**config.mk**
```make
export PLATFORM = sky130hd
export DESIGN_NAME = rapcore_spi_initiator_flat
export DESIGN_NICKNAME = d
export VERILOG_FILES = /design/src/rtl/rapcore_spi_initiator_if.sv /design/src/rtl/rapcore_spi_initiator.sv /design/src/flat_wrapper.sv
export SDC_FILE = /design/constraint.sdc
export NUM_CORES = 1
export LEC_CHECK = 0
export BUFFER_PORTS_ARGS = -buffer_cell sky130_fd_sc_hd__buf_2
export CAP_MARGIN = 25
export CELL_PAD_IN_SITES_DETAIL_PLACEMENT = 1
export CELL_PAD_IN_SITES_GLOBAL_PLACEMENT = 1
export CORE_ASPECT_RATIO = 1.1
export CORE_MARGIN = 2
export CORE_UTILIZATION = 46
export DETAILED_ROUTE_END_ITERATION = 8
export PLACE_DENSITY = 0.86
export SYNTH_ARGS = -nofsm -noshare
export SYNTH_HDL_FRONTEND = slang
export SYNTH_SLANG_ARGS = --single-unit
```
**constraint.sdc**
```tcl
create_clock -name wb_clk_i -period 3.7 [get_ports wb_clk_i]
set_clock_uncertainty 0.1 [all_clocks]
set_input_delay 0.185 -clock wb_clk_i [delete_from_list [all_inputs] [get_ports wb_clk_i]]
set_output_delay 0.185 -clock wb_clk_i [all_outputs]
set_load 0.01 [all_outputs]
```
**src/rtl/rapcore_spi_initiator_if.sv**
```systemverilog
// Wishbone slave bus bundle for the rapcore SPI initiator register block.
// Latency: none (wires only).
// Backpressure: none; the slave acks every access one cycle after cyc&stb.
interface rapcore_spi_initiator_if;
  logic        wbs_stb_i;
  logic        wbs_cyc_i;
  logic        wbs_we_i;
  logic [3:0]  wbs_sel_i;
  logic [31:0] wbs_dat_i;
  logic [31:0] wbs_adr_i;
  logic        wbs_ack_o;
  logic [31:0] wbs_dat_o;

  // SoC side drives the request, sees ack/read data
  modport master (
    output wbs_stb_i, wbs_cyc_i, wbs_we_i, wbs_sel_i, wbs_dat_i, wbs_adr_i,
    input  wbs_ack_o, wbs_dat_o
  );

  // Register block side
  modport slave (
    input  wbs_stb_i, wbs_cyc_i, wbs_we_i, wbs_sel_i, wbs_dat_i, wbs_adr_i,
    output wbs_ack_o, wbs_dat_o
  );
endinterface

```
**src/rtl/rapcore_spi_initiator.sv**
```systemverilog
// Wishbone-controlled SPI mode-0 initiator (MSB first, CS active-low) for rapcore.
// Latency: TXDATA write -> cs fall 1 clk; transfer (2*DATA_BITS+2)*DIV clks + DIV clks deselect.
// Backpressure: WB always acked next cycle; TXDATA writes while busy are dropped and flag OVERRUN.
// Optional: define SPI_LOOPBACK_EN to add CTRL[1] LOOP (copi fed back into the sampler).
module rapcore_spi_initiator #(
  parameter int          DATA_BITS = 32,
  parameter logic [15:0] DIV_RESET = 16'd4
) (
  input  logic                     wb_clk_i,
  input  logic                     wb_rst_i,
  rapcore_spi_initiator_if.slave   wb,
  output logic                     spi_sck_o,
  output logic                     spi_cs_o,
  output logic                     spi_copi_o,
  input  logic                     spi_cipo_i,
  output logic                     busy_o
);

  localparam int              BW       = 6;
  localparam logic [BW-1:0]   LAST_BIT = BW'(DATA_BITS - 1);

  typedef enum logic [2:0] {
    ST_IDLE,
    ST_SETUP,
    ST_HIGH,
    ST_LOW,
    ST_TAIL,
    ST_HOLDOFF
  } state_t;

  state_t                 state_q, state_d;
  logic [15:0]            cnt_q, cnt_d;
  logic [BW-1:0]          bit_q, bit_d;
  logic [DATA_BITS-1:0]   tx_q, tx_d;
  logic [DATA_BITS-1:0]   rx_q, rx_d;
  logic                   sck_d, cs_d, copi_d;
  logic                   rx_done;

  logic [15:0]            div_q;
  logic                   hold_q;
  logic                   rx_valid_q;
  logic                   overrun_q;
  logic [DATA_BITS-1:0]   rx_data_q;
`ifdef SPI_LOOPBACK_EN
  logic                   loop_q;
`endif

  logic                   access, wr_en, rd_en;
  logic [1:0]             reg_sel;
  logic                   busy;
  logic                   start, tx_overrun;
  logic [31:0]            rd_data;
  logic [15:0]            div_eff, reload;
  logic                   phase_end;
  logic [DATA_BITS-1:0]   tx_word, tx_shift, rx_shift;
  logic                   samp_src;
  logic [1:0]             cipo_sync;
  logic                   unused_bits;

  // Bus decode: one access per two clocks since a pending ack blocks the next one
  assign access  = wb.wbs_cyc_i & wb.wbs_stb_i & ~wb.wbs_ack_o;
  assign wr_en   = access & wb.wbs_we_i & (wb.wbs_sel_i != 4'b0000);
  assign rd_en   = access & ~wb.wbs_we_i;
  assign reg_sel = wb.wbs_adr_i[3:2];
  assign unused_bits = ^{wb.wbs_adr_i[31:4], wb.wbs_adr_i[1:0], wb.wbs_dat_i};

  assign busy       = (state_q != ST_IDLE);
  assign busy_o     = busy;
  assign start      = wr_en && (reg_sel == 2'd2) && !busy;
  assign tx_overrun = wr_en && (reg_sel == 2'd2) && busy;
  assign tx_word    = wb.wbs_dat_i[DATA_BITS-1:0];

  // A divider of zero would stall the half-period counter, so it runs as one
  assign div_eff   = (div_q == 16'd0) ? 16'd1 : div_q;
  assign reload    = div_eff - 16'd1;
  assign phase_end = (cnt_q == 16'd0);

  assign tx_shift = tx_q << 1;
  assign rx_shift = (rx_q << 1) | DATA_BITS'(cipo_sync[1]);

`ifdef SPI_LOOPBACK_EN
  assign samp_src = loop_q ? spi_copi_o : spi_cipo_i;
`else
  assign samp_src = spi_cipo_i;
`endif

  // Two-flop synchroniser on the sampled data line
  always_ff @(posedge wb_clk_i) begin
    if (wb_rst_i) cipo_sync <= 2'b00;
    else          cipo_sync <= {cipo_sync[0], samp_src};
  end

  // Read mux; unmapped or write-only locations read as zero
  always_comb begin
    rd_data = '0;
    case (reg_sel)
      2'd0: begin
        rd_data[23:8] = div_q;
        rd_data[0]    = hold_q;
`ifdef SPI_LOOPBACK_EN
        rd_data[1]    = loop_q;
`endif
      end
      2'd1:    rd_data[2:0] = {overrun_q, rx_valid_q, busy};
      2'd3:    rd_data[DATA_BITS-1:0] = rx_data_q;
      default: rd_data = '0;
    endcase
  end

  // Register file, WB ack/read data and status flags
  always_ff @(posedge wb_clk_i) begin
    if (wb_rst_i) begin
      wb.wbs_ack_o <= 1'b0;
      wb.wbs_dat_o <= '0;
      div_q        <= DIV_RESET;
      hold_q       <= 1'b0;
      rx_valid_q   <= 1'b0;
      overrun_q    <= 1'b0;
      rx_data_q    <= '0;
`ifdef SPI_LOOPBACK_EN
      loop_q       <= 1'b0;
`endif
    end else begin
      wb.wbs_ack_o <= access;
      wb.wbs_dat_o <= rd_en ? rd_data : '0;
      // Any non-zero byte select commits the whole word
      if (wr_en && (reg_sel == 2'd0)) begin
        div_q  <= wb.wbs_dat_i[23:8];
        hold_q <= wb.wbs_dat_i[0];
`ifdef SPI_LOOPBACK_EN
        loop_q <= wb.wbs_dat_i[1];
`endif
      end
      if (tx_overrun)
        overrun_q <= 1'b1;
      else if (wr_en && (reg_sel == 2'd1) && wb.wbs_dat_i[2])
        overrun_q <= 1'b0;
      // Completion wins over a simultaneous RXDATA read so new data is never lost
      if (rx_done)
        rx_valid_q <= 1'b1;
      else if (rd_en && (reg_sel == 2'd3))
        rx_valid_q <= 1'b0;
      if (rx_done)
        rx_data_q <= rx_q;
    end
  end

  // Transfer FSM state and datapath registers
  always_ff @(posedge wb_clk_i) begin
    if (wb_rst_i) begin
      state_q    <= ST_IDLE;
      cnt_q      <= '0;
      bit_q      <= '0;
      tx_q       <= '0;
      rx_q       <= '0;
      spi_sck_o  <= 1'b0;
      spi_cs_o   <= 1'b1;
      spi_copi_o <= 1'b0;
    end else begin
      state_q    <= state_d;
      cnt_q      <= cnt_d;
      bit_q      <= bit_d;
      tx_q       <= tx_d;
      rx_q       <= rx_d;
      spi_sck_o  <= sck_d;
      spi_cs_o   <= cs_d;
      spi_copi_o <= copi_d;
    end
  end

  // Next-state logic; each phase lasts DIV clocks, counter reloads at phase change.
  // Data is sampled at the end of the high phase so the synchroniser has settled.
  always_comb begin
    state_d = state_q;
    cnt_d   = phase_end ? cnt_q : cnt_q - 16'd1;
    bit_d   = bit_q;
    tx_d    = tx_q;
    rx_d    = rx_q;
    sck_d   = spi_sck_o;
    cs_d    = spi_cs_o;
    copi_d  = spi_copi_o;
    rx_done = 1'b0;
    case (state_q)
      ST_IDLE: begin
        sck_d = 1'b0;
        if (start) begin
          // With HOLD latched cs is already low; the setup half-period still runs
          tx_d    = tx_word;
          copi_d  = tx_word[DATA_BITS-1];
          rx_d    = '0;
          bit_d   = '0;
          cs_d    = 1'b0;
          cnt_d   = reload;
          state_d = ST_SETUP;
        end else if (!spi_cs_o && !hold_q) begin
          cs_d    = 1'b1;
          cnt_d   = reload;
          state_d = ST_HOLDOFF;
        end
      end
      ST_SETUP: begin
        if (phase_end) begin
          sck_d   = 1'b1;
          cnt_d   = reload;
          state_d = ST_HIGH;
        end
      end
      ST_HIGH: begin
        if (phase_end) begin
          rx_d    = rx_shift;
          tx_d    = tx_shift;
          copi_d  = tx_shift[DATA_BITS-1];
          sck_d   = 1'b0;
          cnt_d   = reload;
          state_d = ST_LOW;
        end
      end
      ST_LOW: begin
        if (phase_end) begin
          cnt_d = reload;
          if (bit_q == LAST_BIT) begin
            state_d = ST_TAIL;
          end else begin
            bit_d   = bit_q + 1'b1;
            sck_d   = 1'b1;
            state_d = ST_HIGH;
          end
        end
      end
      ST_TAIL: begin
        if (phase_end) begin
          rx_done = 1'b1;
          copi_d  = 1'b0;
          if (hold_q) begin
            state_d = ST_IDLE;
          end else begin
            cs_d    = 1'b1;
            cnt_d   = reload;
            state_d = ST_HOLDOFF;
          end
        end
      end
      ST_HOLDOFF: begin
        if (phase_end) state_d = ST_IDLE;
      end
      default: state_d = ST_IDLE;
    endcase
  end

endmodule

```
**src/flat_wrapper.sv**
```systemverilog
// flat-port wrapper written by rule: the top's interface ports become plain ports
module rapcore_spi_initiator_flat 
#(
  parameter int          DATA_BITS = 32,
  parameter logic [15:0] DIV_RESET = 16'd4
)
  (wb_clk_i, wb_rst_i, spi_sck_o, spi_cs_o, spi_copi_o, spi_cipo_i, busy_o, wb_wbs_stb_i, wb_wbs_cyc_i, wb_wbs_we_i, wb_wbs_sel_i, wb_wbs_dat_i, wb_wbs_adr_i, wb_wbs_ack_o, wb_wbs_dat_o);
  rapcore_spi_initiator_if wb_i ();
  input  logic wb_clk_i;
  input  logic wb_rst_i;
  output logic spi_sck_o;
  output logic spi_cs_o;
  output logic spi_copi_o;
  input  logic spi_cipo_i;
  output logic busy_o;
  input wire logic [$bits(wb_i.wbs_stb_i)-1:0] wb_wbs_stb_i;
  input wire logic [$bits(wb_i.wbs_cyc_i)-1:0] wb_wbs_cyc_i;
  input wire logic [$bits(wb_i.wbs_we_i)-1:0] wb_wbs_we_i;
  input wire logic [$bits(wb_i.wbs_sel_i)-1:0] wb_wbs_sel_i;
  input wire logic [$bits(wb_i.wbs_dat_i)-1:0] wb_wbs_dat_i;
  input wire logic [$bits(wb_i.wbs_adr_i)-1:0] wb_wbs_adr_i;
  output wire logic [$bits(wb_i.wbs_ack_o)-1:0] wb_wbs_ack_o;
  output wire logic [$bits(wb_i.wbs_dat_o)-1:0] wb_wbs_dat_o;
  assign wb_i.wbs_stb_i = wb_wbs_stb_i;
  assign wb_i.wbs_cyc_i = wb_wbs_cyc_i;
  assign wb_i.wbs_we_i = wb_wbs_we_i;
  assign wb_i.wbs_sel_i = wb_wbs_sel_i;
  assign wb_i.wbs_dat_i = wb_wbs_dat_i;
  assign wb_i.wbs_adr_i = wb_wbs_adr_i;
  assign wb_wbs_ack_o = wb_i.wbs_ack_o;
  assign wb_wbs_dat_o = wb_i.wbs_dat_o;
  rapcore_spi_initiator #(.DATA_BITS(DATA_BITS), .DIV_RESET(DIV_RESET)) u_core (.wb_clk_i(wb_clk_i), .wb_rst_i(wb_rst_i), .wb(wb_i), .spi_sck_o(spi_sck_o), .spi_cs_o(spi_cs_o), .spi_copi_o(spi_copi_o), .spi_cipo_i(spi_cipo_i), .busy_o(busy_o));
endmodule
```
* After elaboration in Yosys (flattened, before gate mapping)
Cells that the tools add are included.
** Word-level totals
- Output and inout port bits :: 37
- Flip-flop bits (word level) :: 177
- Logic and storage cells :: 131
** Cells by class
- $add $sub $neg :: 3
- Mux-type cells :: 50
- Equality and inequality tests :: 18
- Reductions and logical operators :: 33
- Bitwise gates (word level) :: 10
** Operators with widths (count)
- two-way mux 16 bit :: 7
- two-way mux 32 bit :: 2
- case mux 32 bit (2 select lines) :: 1
- two-way mux 31 bit :: 2
- case mux 31 bit (2 select lines) :: 1
- case mux 16 bit (3 select lines) :: 1
- logical NOT 16 bit :: 2
- OR 32 x 1 -> 32 bit :: 1
- case mux 16 bit (2 select lines) :: 1
- subtractor 16 x 1 -> 16 bit, second input constant :: 2
- two-way mux 3 bit :: 9
- two-way mux 6 bit :: 3
- case mux 3 bit (6 select lines) :: 1
- two-way mux 1 bit :: 16
- inequality test 2 x 1 -> 1 bit, second input constant :: 6
- case mux 6 bit (2 select lines) :: 1
- AND reduction 4 bit :: 3
- nonzero test 2 bit :: 5
- logical AND 1 bit :: 8
- nonzero test 4 bit :: 2
- adder 6 x 1 -> 6 bit, second input constant :: 1
- equality test 3 x 2 -> 1 bit, second input constant :: 2
- equality test 3 bit, second input constant :: 2
- equality test 6 x 5 -> 1 bit, second input constant :: 1
- other kinds (20) :: 34

* Logic depth before layout (Yosys ltp)
Gate-level depths: netlist (run 1).
- Depth after elaboration :: 8
- Depth in mapped cells :: 11
- Gate-level depth less buffers :: 9

* Worst setup path before layout (run 1)
Ideal clock, no wire load.
- Path type :: reg2reg
- Start point :: register u_core.div_q[11]
- End point :: register u_core.cnt_q[10]
- Data required time :: 3.509 ns
- Buffers on the path :: 1
- Arrival time :: 2.315 ns
- Stages on the path, launching flop included :: 11
- Setup slack :: 1.194 ns
- Cells stage by stage :: dfxtp_1 > clkbuf_1 > or4_1 > nor4_1 > a21oi_1 > ha_1 > nor3b_1 > nand3_1 > xnor2_1 > nor2_1 > a311oi_1
** Between the ends
- Longest elaborated chain between the ends :: 6
- Elaborated cells between the ends (all ways) :: 9
- Those cells by class :: add/sub: 1; mux: 7; reduce/logical: 1
** RTL lines
- start, declared :: RTL line rapcore_spi_initiator.sv:39 : logic [15:0] div_q;
- start signal, assigned :: RTL line rapcore_spi_initiator.sv:128 : div_q <= wb.wbs_dat_i[23:8];
- logical NOT 16 bit * :: RTL line rapcore_spi_initiator.sv:74 : assign div_eff = (div_q == 16'd0) ? 16'd1 : div_q;
- two-way mux 16 bit * :: RTL line rapcore_spi_initiator.sv:74
- subtractor 16 x 1 -> 16 bit * :: RTL line rapcore_spi_initiator.sv:75 : assign reload = div_eff - 16'd1;
- two-way mux 16 bit (on tied branches) :: RTL line rapcore_spi_initiator.sv:234, rapcore_spi_initiator.sv:195
- two-way mux 16 bit (on tied branches) :: RTL line rapcore_spi_initiator.sv:231, rapcore_spi_initiator.sv:186
- case mux 16 bit (3 select lines) * :: RTL line rapcore_spi_initiator.sv:183 : case (state_q)
- end signal, assigned :: RTL line rapcore_spi_initiator.sv:161 : cnt_q <= cnt_d;
- end, declared :: RTL line rapcore_spi_initiator.sv:32 : logic [15:0] cnt_q, cnt_d;
Every way passes the cells marked *; elsewhere a longest branch is shown, timed or not.
A chain may end at the register's enable or synchronous reset.

* Worst setup path after layout (run 1)
- Start point :: register u_core.div_q[11]
- End point :: register u_core.cnt_q[12]
** Between the ends
- Longest elaborated chain between the ends :: 6
- Elaborated cells between the ends (all ways) :: 9
- Those cells by class :: add/sub: 1; mux: 7; reduce/logical: 1
** RTL lines (RTL line)
- logical NOT 16 bit :: rapcore_spi_initiator.sv:74
- two-way mux 16 bit * :: rapcore_spi_initiator.sv:74
- subtractor 16 x 1 -> 16 bit * :: rapcore_spi_initiator.sv:75
- two-way mux 16 bit (on tied branches) :: rapcore_spi_initiator.sv:234, rapcore_spi_initiator.sv:195
- two-way mux 16 bit (on tied branches) :: rapcore_spi_initiator.sv:231, rapcore_spi_initiator.sv:186
- case mux 16 bit (3 select lines) * :: rapcore_spi_initiator.sv:183
Marked as above.

==> results of run 1 <==
==> power by group <==
part	internal, mW	total (mW)	switching [mW]
Combinational	0.480	1.21	0.735
Clock	1.11	1.92	0.803
Sequential	2.02	2.19	0.169
Total	3.61	5.32	1.71
==> flip-flops by register name, indices dropped and copies added, names as in the netlist <==
register,count
u_core.cipo_sync,2
u_core.state_q,3
u_core.div_q,16
u_core.rx_q,32
u_core.wb.wbs_ack_o,1
u_core.cnt_q,16
u_core.overrun_q,1
u_core.wb.wbs_dat_o,32
u_core.spi_cs_o,1
u_core.rx_valid_q,1
u_core.hold_q,1
u_core.rx_data_q,32
u_core.spi_copi_o,1
u_core.spi_sck_o,1
u_core.bit_q,6
u_core.tx_q,31
==> cell usage in the layout (no fill, tap or decap), drive strengths merged, types with 4 or more instances in the layout <==
cell type	n
dfxtp	177
nand2	115
buf	94
nor2	90
a21oi	79
mux2i	48
nand3	43
a211oi	43
dlygate4sd3	21
clkbuf	20
a22oi	19
nor3	19
and2	15
inv	14
o21ai	13
xor2	12
nor4	11
xnor2	10
ha	9
or4	7
nand4	6
or3	6
or2	5
o31a	4
o31ai	4
nand3b	4
clkinv	4
==> kinds of logic after synthesis <==
family	count (synthesis)
buffers and inverters	75
muxes	48
xor gates and xnor gates	22
and+or+nand+nor	339
adders and majority gates	9
AOI/OAI and AO/OA	184
DFF	177
==> worst max-delay path: cells and delay by family (launching register included) <==
kind	cells	cell delay, ns
and+or+nand+nor	5	1.70
AOI/OAI and AO/OA	2	0.52
DFF	1	0.43
adders and majority gates	1	0.26
xor gates and xnor gates	1	0.13
==> per-stage QoR <==
stage	std cells	util	power [mW]
floorplan	854	-	3.06
global placement	1087	0.495	3.31
detailed placement	1087	0.495	3.35
CTS	1140	0.547	5.30
global route	1143	0.547	5.55
finish	1143	0.547	5.32
==> how the worst max path moves through the flow <==
stage / startpoint / endpoint / slack [ns] / cells past startpoint
after detailed placement: u_core.div_q[12] / u_core.cnt_q[10] / 0.72 / 9
after CTS: u_core.div_q[12] / u_core.cnt_q[12] / 0.69 / 9
after floorplan: u_core.div_q[11] / u_core.cnt_q[10] / 1.19 / 10
after global placement: u_core.div_q[11] / u_core.cnt_q[14] / 0.84 / 9
final: u_core.div_q[11] / u_core.cnt_q[12] / 0.46 / 9
after global routing: u_core.div_q[11] / u_core.cnt_q[10] / 0.31 / 9
==> per-layer routing <==
| metal | up-vias | wire (um) |
|---|---|---|
| met5 | - | 0 |
| met4 | 0 | 765 |
| met3 | 56 | 1010 |
| met2 | 210 | 11800 |
| met1 | 3355 | 9570 |
| li1 | 3157 | - |
==> cell type report <==
class                      count  share of cell area
timing repair buffer         116              0.0827
tap                          204              0.0286
inverter                      10             0.00420
multi-input combinational    602               0.417
clock inverter                13              0.0195
sequential                   177               0.397
antenna                        2            0.000561
clock buffer                  19              0.0507
==> impl_metrics.csv, run 1 <==
group,metric,value,unit
run_status,status,"finished clean",
route,final_antenna_net_count,0,
final_layout,seq_area,3540,um^2
setup_path,crit_fanout,8,
synthesis,syn-cell-area,7620,um^2
synthesis,synth_xor_xnor_area_share,0.0253,
global_route,use_met3,0.0529,
setup_path,critical_path_class,"reg -> reg",
floorplanning,num_rows,49,
clock_tree,clockBufferDepth,2,
setup_path,rr_worst_depth,9,
global_route,global_route.usage.total,0.266,
synthesis,postSynthCellCount,854,
clock_tree,htree_levels,4,
setup_path,cp-start-kind,"flip-flop",
sta,fin_crit,3.24,ns
sta,timing.final.hold_violations,0,
setup_path,reg2reg_setup_slack,0.46,ns
floorplanning,die-area,17600,um^2
sta,hold_slack,0.0148,ns
synthesis,synth_compound_gate_area_share,0.176,
clock_tree,cts_root_cell,"sky130_fd_sc_hd__clkbuf_16",
clock_tree,clock-sinks,177,
synthesis,yosysTopAreaCell,"sky130_fd_sc_hd__dfxtp_1",
global_route,number_of_global_route_vias_before_repair,6970,
pwr,vdd.ir_drop.worst,0.364,mV
synthesis,postSynthRegisterBits,177,
global_route,grt_most_used_layer,"met2",
setup_path,endpoint_kind,"flip-flop",
floorplanning,coreArea,16300,um^2
synthesis,count_leader_synth,"sky130_fd_sc_hd__dfxtp_1",
setup_path,crit_arrival,3.48,ns
clock_tree,cts-buffers-inserted,17,
route,drt_pass1_iterations,5,
synthesis,synth_mux_area_frac,0.0631,
route,remaining_drc_errors,0,
synthesis,ys_warn_count,0,
floorplanning,effective_utilization_at_floorplan,0.467,
clock_tree,cts_hold_buf,21,
setup_path,critical_path.cell_chain,"or4_1, nor4_1, a21oi_1, ha_1, nor3b_1, nand4b_1, xnor2_1, nor2_1, a211oi_1",
route,routed_wirelength,23.1,mm
pwr,powerDensity,596,nW/um^2
final_layout,stdcell_area,8930,um^2
sta,min_period_over_period,0.877,
placed_design,post-place-ws,0.723,ns
global_route,grt.met2_usage,0.464,
sta,slew_headroom,0.301,
flow_run,max_cap_viol_count,0,
setup_path,cpMaxStageDelayCell,"sky130_fd_sc_hd__or4_1",
synthesis,synth_edf_count,0,
sta,worst_pin_slew,1.05,ns
synthesis,synth_async_sr_flop_share,0,
route,route.detailed.vias_per_inst,5.93,
sta,setup_viol_count_final,0,
placed_design,io_buffers,80,
sta,timing.fmax,0.308,GHz
synthesis,synth_area_leaders,"sky130_fd_sc_hd__dfxtp_1, sky130_fd_sc_hd__mux2i_1, sky130_fd_sc_hd__nand2_1",
floorplanning,die_w,127,um
placed_design,dpl.hpwl,13.7,mm
worst_hold_path,worstHoldPathCells,3,
final_layout,final_net_count,1007,
clock_tree,insertion_delay,0.44,ns
setup_path,worst_ep_required_time,3.93,ns
sta,maxSlewViolCount,0,
final_layout,multiInputGateArea,3720,um^2
clock_tree,clkTransAtPathRegs,0.07,ns
worst_hold_path,timing.hold.worst_endpoint,"u_core.wb.wbs_dat_o[0]",
clock_tree,cts_tree,"yes",
placed_design,gp_congestion,0.825,
setup_path,timing.critical_path.slowest_cell_delay,0.66,ns
worst_hold_path,worst_hold_startpoint,"wb_wbs_adr_i[3]",
sta,timing.final.ws_setup,0.456,ns
synthesis,synth_area_per_cell,8.92,um^2
pwr,leakagePower,3.53,nW
route,detail_route.wl_per_cell,20.2,um
sta,tns,0,ns
final_layout,filler_cell_count,1914,
setup_path,r2r-start,"u_core.div_q[11]",
synthesis,netlist-cell-type-count,58,
synthesis,synth_ff_type,"sky130_fd_sc_hd__dfxtp_1",
floorplanning,fp.dieH,139,um
placed_design,place_area,8080,um^2
worst_hold_path,hold_class,"in -> reg",
final_layout,final_layout_size_suffix_gt1_frac,0.184,
synthesis,dominant_combinational_cell_family_by_area_after_synthesis,"simple AND/OR/NAND/NOR gates",
clock_tree,post-cts-setup-buffer-count,0,
global_route,grt_start_max_net_pins,72,
synthesis,fraction_of_the_mapped_netlist_area_in_adder_cells,0.0148,
global_route,antenna_found_initial,1,
synthesis,synth_top_area_share,0.465,
setup_path,regToRegEndpoint,"u_core.cnt_q[12]",
sta,rsz0062_at_grt,"no",
global_route,grt_overflow,0,
final_layout,flow.area_growth_from_synthesis,17.2,%
synthesis,synth_simple_gate_area_share,0.209,
synthesis,netlist_top_cells_count,"sky130_fd_sc_hd__dfxtp_1, sky130_fd_sc_hd__nand2_1, sky130_fd_sc_hd__nor2_1",
synthesis,synth-seq-area-share,0.465,
route,drt-initial-drc-count,620,
floorplanning,boundaryPins,111,
clock_tree,ctsResizeCount,0,
synthesis,syn-num-nets,937,
route,num_vias,6778,
global_route,global_route_wire_length_before_repair,37.6,mm
global_route,grt.met1_usage,0.320,
No activity file was read; power rests on OpenSTA's default activity.
==> run 2, diff against run 1 <==
--- a/config.mk
+++ b/config.mk
@@ -5,15 +5,15 @@
 export SDC_FILE = /design/constraint.sdc
 export NUM_CORES = 1
 export LEC_CHECK = 0
-export BUFFER_PORTS_ARGS = -buffer_cell sky130_fd_sc_hd__buf_2
 export CAP_MARGIN = 25
 export CELL_PAD_IN_SITES_DETAIL_PLACEMENT = 1
 export CELL_PAD_IN_SITES_GLOBAL_PLACEMENT = 1
 export CORE_ASPECT_RATIO = 1.1
 export CORE_MARGIN = 2
-export CORE_UTILIZATION = 46
+export CORE_UTILIZATION = 51
 export DETAILED_ROUTE_END_ITERATION = 8
-export PLACE_DENSITY = 0.86
+export DONT_BUFFER_PORTS = 1
+export PLACE_DENSITY = 0.85
 export SYNTH_ARGS = -nofsm -noshare
 export SYNTH_HDL_FRONTEND = slang
 export SYNTH_SLANG_ARGS = --single-unit
==> run 2 against run 1 <==
Effect of this change: global-route usage up 5.0 points; critical path depth is 2 lower; clock-buffer cell count up 1; sequential share of layout area increased by 1.0 points; combinational power is essentially flat; critical endpoint is now u_core.tx_q[30]; die area fell by 9.5%; sequential cell count unchanged; highest routed layer unchanged; largest cell class unchanged; critical path type unchanged.
==> impl_metrics.csv, run 2 (same netlist as run 1, synthesis figures left out) <==
group,metric,value,unit
final_layout,final_net_count,942,
setup_path,crit_arrival,3.60,ns
final_layout,final_common_cell,"sky130_fd_sc_hd__dfxtp_1",
pwr,vdd.ir_drop.worst,0.313,mV
setup_path,worst_ep_required_time,3.98,ns
worst_hold_path,worst_hold_startpoint,"wb_wbs_dat_i[22]",
placed_design,placedCellCount,992,
floorplanning,fp.dieH,132,um
final_layout,stdcell_area,8700,um^2
worst_hold_path,hold_class,"in -> reg",
sta,fin_crit,3.32,ns
route,routed_wirelength,24.7,mm
sta,maxSlewViolCount,0,
sta,worst_pin_slew,1.05,ns
pwr,report.power.total,5.38,mW
route,num_vias,6738,
global_route,grt_start_max_net_pins,135,
sta,rsz0062_at_grt,"no",
placed_design,place_area,7640,um^2
global_route,global_route_wire_length_before_repair,39.5,mm
clock_tree,cts-buffers-inserted,17,
clock_tree,post-cts-setup-buffer-count,0,
route,route.detailed.vias_per_inst,6.32,
setup_path,crit_path_start,"u_core.state_q[2]",
placed_design,dpl.hpwl,13.3,mm
final_layout,flow.area_growth_from_synthesis,14.2,%
clock_tree,clockBufferDepth,2,
sta,timing.final.hold_violations,0,
setup_path,timing.critical_path.slowest_cell_delay,0.81,ns
floorplanning,die_w,121,um
setup_path,critical_path_class,"reg -> reg",
clock_tree,clkTransAtPathRegs,0.07,ns
clock_tree,insertion_delay,0.44,ns
setup_path,worstPathBufferInverterCount,2,
setup_path,path_delay_family,"simple AND/OR/NAND/NOR gates",
setup_path,cp-start-kind,"flip-flop",
clock_tree,ctsResizeCount,0,
route,remaining_drc_errors,0,
sta,slew_headroom,0.297,
clock_tree,cts_root_cell,"sky130_fd_sc_hd__clkbuf_16",
setup_path,critical_path.cell_chain,"nor3_4, inv_2, or4_1, o21ai_4, nor2_1, a211oi_2, dlygate4sd3_1",
pwr,leakagePower,3.24,nW
flow_run,max_cap_viol_count,0,
floorplanning,die-area,15900,um^2
sta,timing.fmax,0.301,GHz
final_layout,finalNonFillerCells,1066,
global_route,number_of_global_route_vias_before_repair,7212,
setup_path,endpoint_kind,"flip-flop",
global_route,global_route.usage.total,0.316,
placed_design,io_buffers,0,
setup_path,crit_fanout,27,
floorplanning,boundaryPins,111,
clock_tree,clock-sinks,177,
route,final_antenna_net_count,0,
floorplanning,coreArea,14500,um^2
placed_design,gp_congestion,0.867,
pwr,powerDensity,618,nW/um^2
route,drt-initial-drc-count,547,
sta,tns,0,ns
setup_path,cp_num_cells,7,
floorplanning,num_rows,46,
floorplanning,effective_utilization_at_floorplan,0.525,
final_layout,filler_cell_count,1685,
sta,setup_viol_count_final,0,
clock_tree,htree_levels,4,
setup_path,cpMaxStageDelayCell,"sky130_fd_sc_hd__or4_1",
setup_path,end_point_of_the_critical_path,"u_core.tx_q[30]",
setup_path,r2r-start,"u_core.state_q[2]",
final_layout,reg_top3,"u_core.rx_data_q x32, u_core.rx_q x32, u_core.wb.wbs_dat_o x32",
setup_path,reg2reg_setup_slack,0.38,ns
run_status,status,"finished clean",
final_layout,final_layout_size_suffix_gt1_frac,0.102,
setup_path,regToRegEndpoint,"u_core.tx_q[30]",
setup_path,rr_worst_depth,7,
final_layout,final_cell_mix,"sky130_fd_sc_hd__dfxtp_1, sky130_fd_sc_hd__nand2_1, sky130_fd_sc_hd__nor2_1, sky130_fd_sc_hd__a21oi_1, sky130_fd_sc_hd__mux2i_1",
global_route,grt_overflow,0,
sta,min_period_over_period,0.898,
global_route,antenna_found_initial,2,
route,drt_pass1_iterations,5,
route,detail_route.wl_per_cell,23.1,um
clock_tree,cts_tree,"yes",
-- run 2: cell types whose count changed in the layout (fill, tap and decap cells not counted), moves of 3 or more --
cell / previous run / this run
sky130_fd_sc_hd__buf_4: 14 / 10
sky130_fd_sc_hd__dlygate4sd3_1: 21 / 39
sky130_fd_sc_hd__inv_6: 4 / 1
sky130_fd_sc_hd__buf_2: 79 / 0
-- run 2: final cells by class --
| cell class | instances | area [um^2] | share of cell area |
|---|---|---|---|
| antenna | 2 | 5.00 | 0.000575 |
| sequential | 177 | 3540 | 0.407 |
| timing repair buffer | 51 | 513 | 0.0589 |
| multi-input combinational | 602 | 3730 | 0.428 |
| inverter | 10 | 37.5 | 0.00431 |
| tap | 192 | 240 | 0.0276 |
| clock buffer | 20 | 457 | 0.0525 |
| clock inverter | 12 | 180 | 0.0207 |
-- run 2: timing repair --
item / CTS / global route
hold buffers: 39 / 1
endpoints found under the hold margin: 137 / 12
setup endpoints to repair: 0 / 0
-- run 2: how the worst min path moves through the flow --
stage	end	cells past startpoint	slack, ns
finish	u_core.tx_q[22]	2	0.02
global route	u_core.tx_q[22]	2	0.003
CTS	u_core.spi_copi_o	3	0.006
detailed placement	u_core.tx_q[30]	1	0.18
global placement	u_core.tx_q[28]	1	0.17
floorplan	u_core.div_q[2]	2	0.21
-- run 2: layer usage --
metal	part of all wire	GRT usage	up-vias
li1	-	-	3018
met1	0.39	0.362	3367
met2	0.52	0.552	269
met3	0.049	0.0644	84
met4	0.043	0.164	0
met5	0	0	-
-- run 2: report_power, final --
group | leakage, nW | switching (mW) | internal, mW | total, mW
combinational | 1.50 | 0.748 | 0.464 | 1.21
sequential | 1.43 | 0.180 | 2.02 | 2.20
clock | 0.307 | 0.801 | 1.17 | 1.97
total | 3.24 | 1.73 | 3.65 | 5.38
-- run 2: metrics by stage --
stage	setup WS, ns	utilization	hold slack, ns
5_1_grt	0.237	0.600	0.00322
6_report	0.376	0.600	0.0150
2_1_floorplan	1.19	-	0.210
3_3_place_gp	0.842	0.527	0.168
4_1_cts	0.432	0.599	0.00612
3_5_place_dp	0.724	0.527	0.179
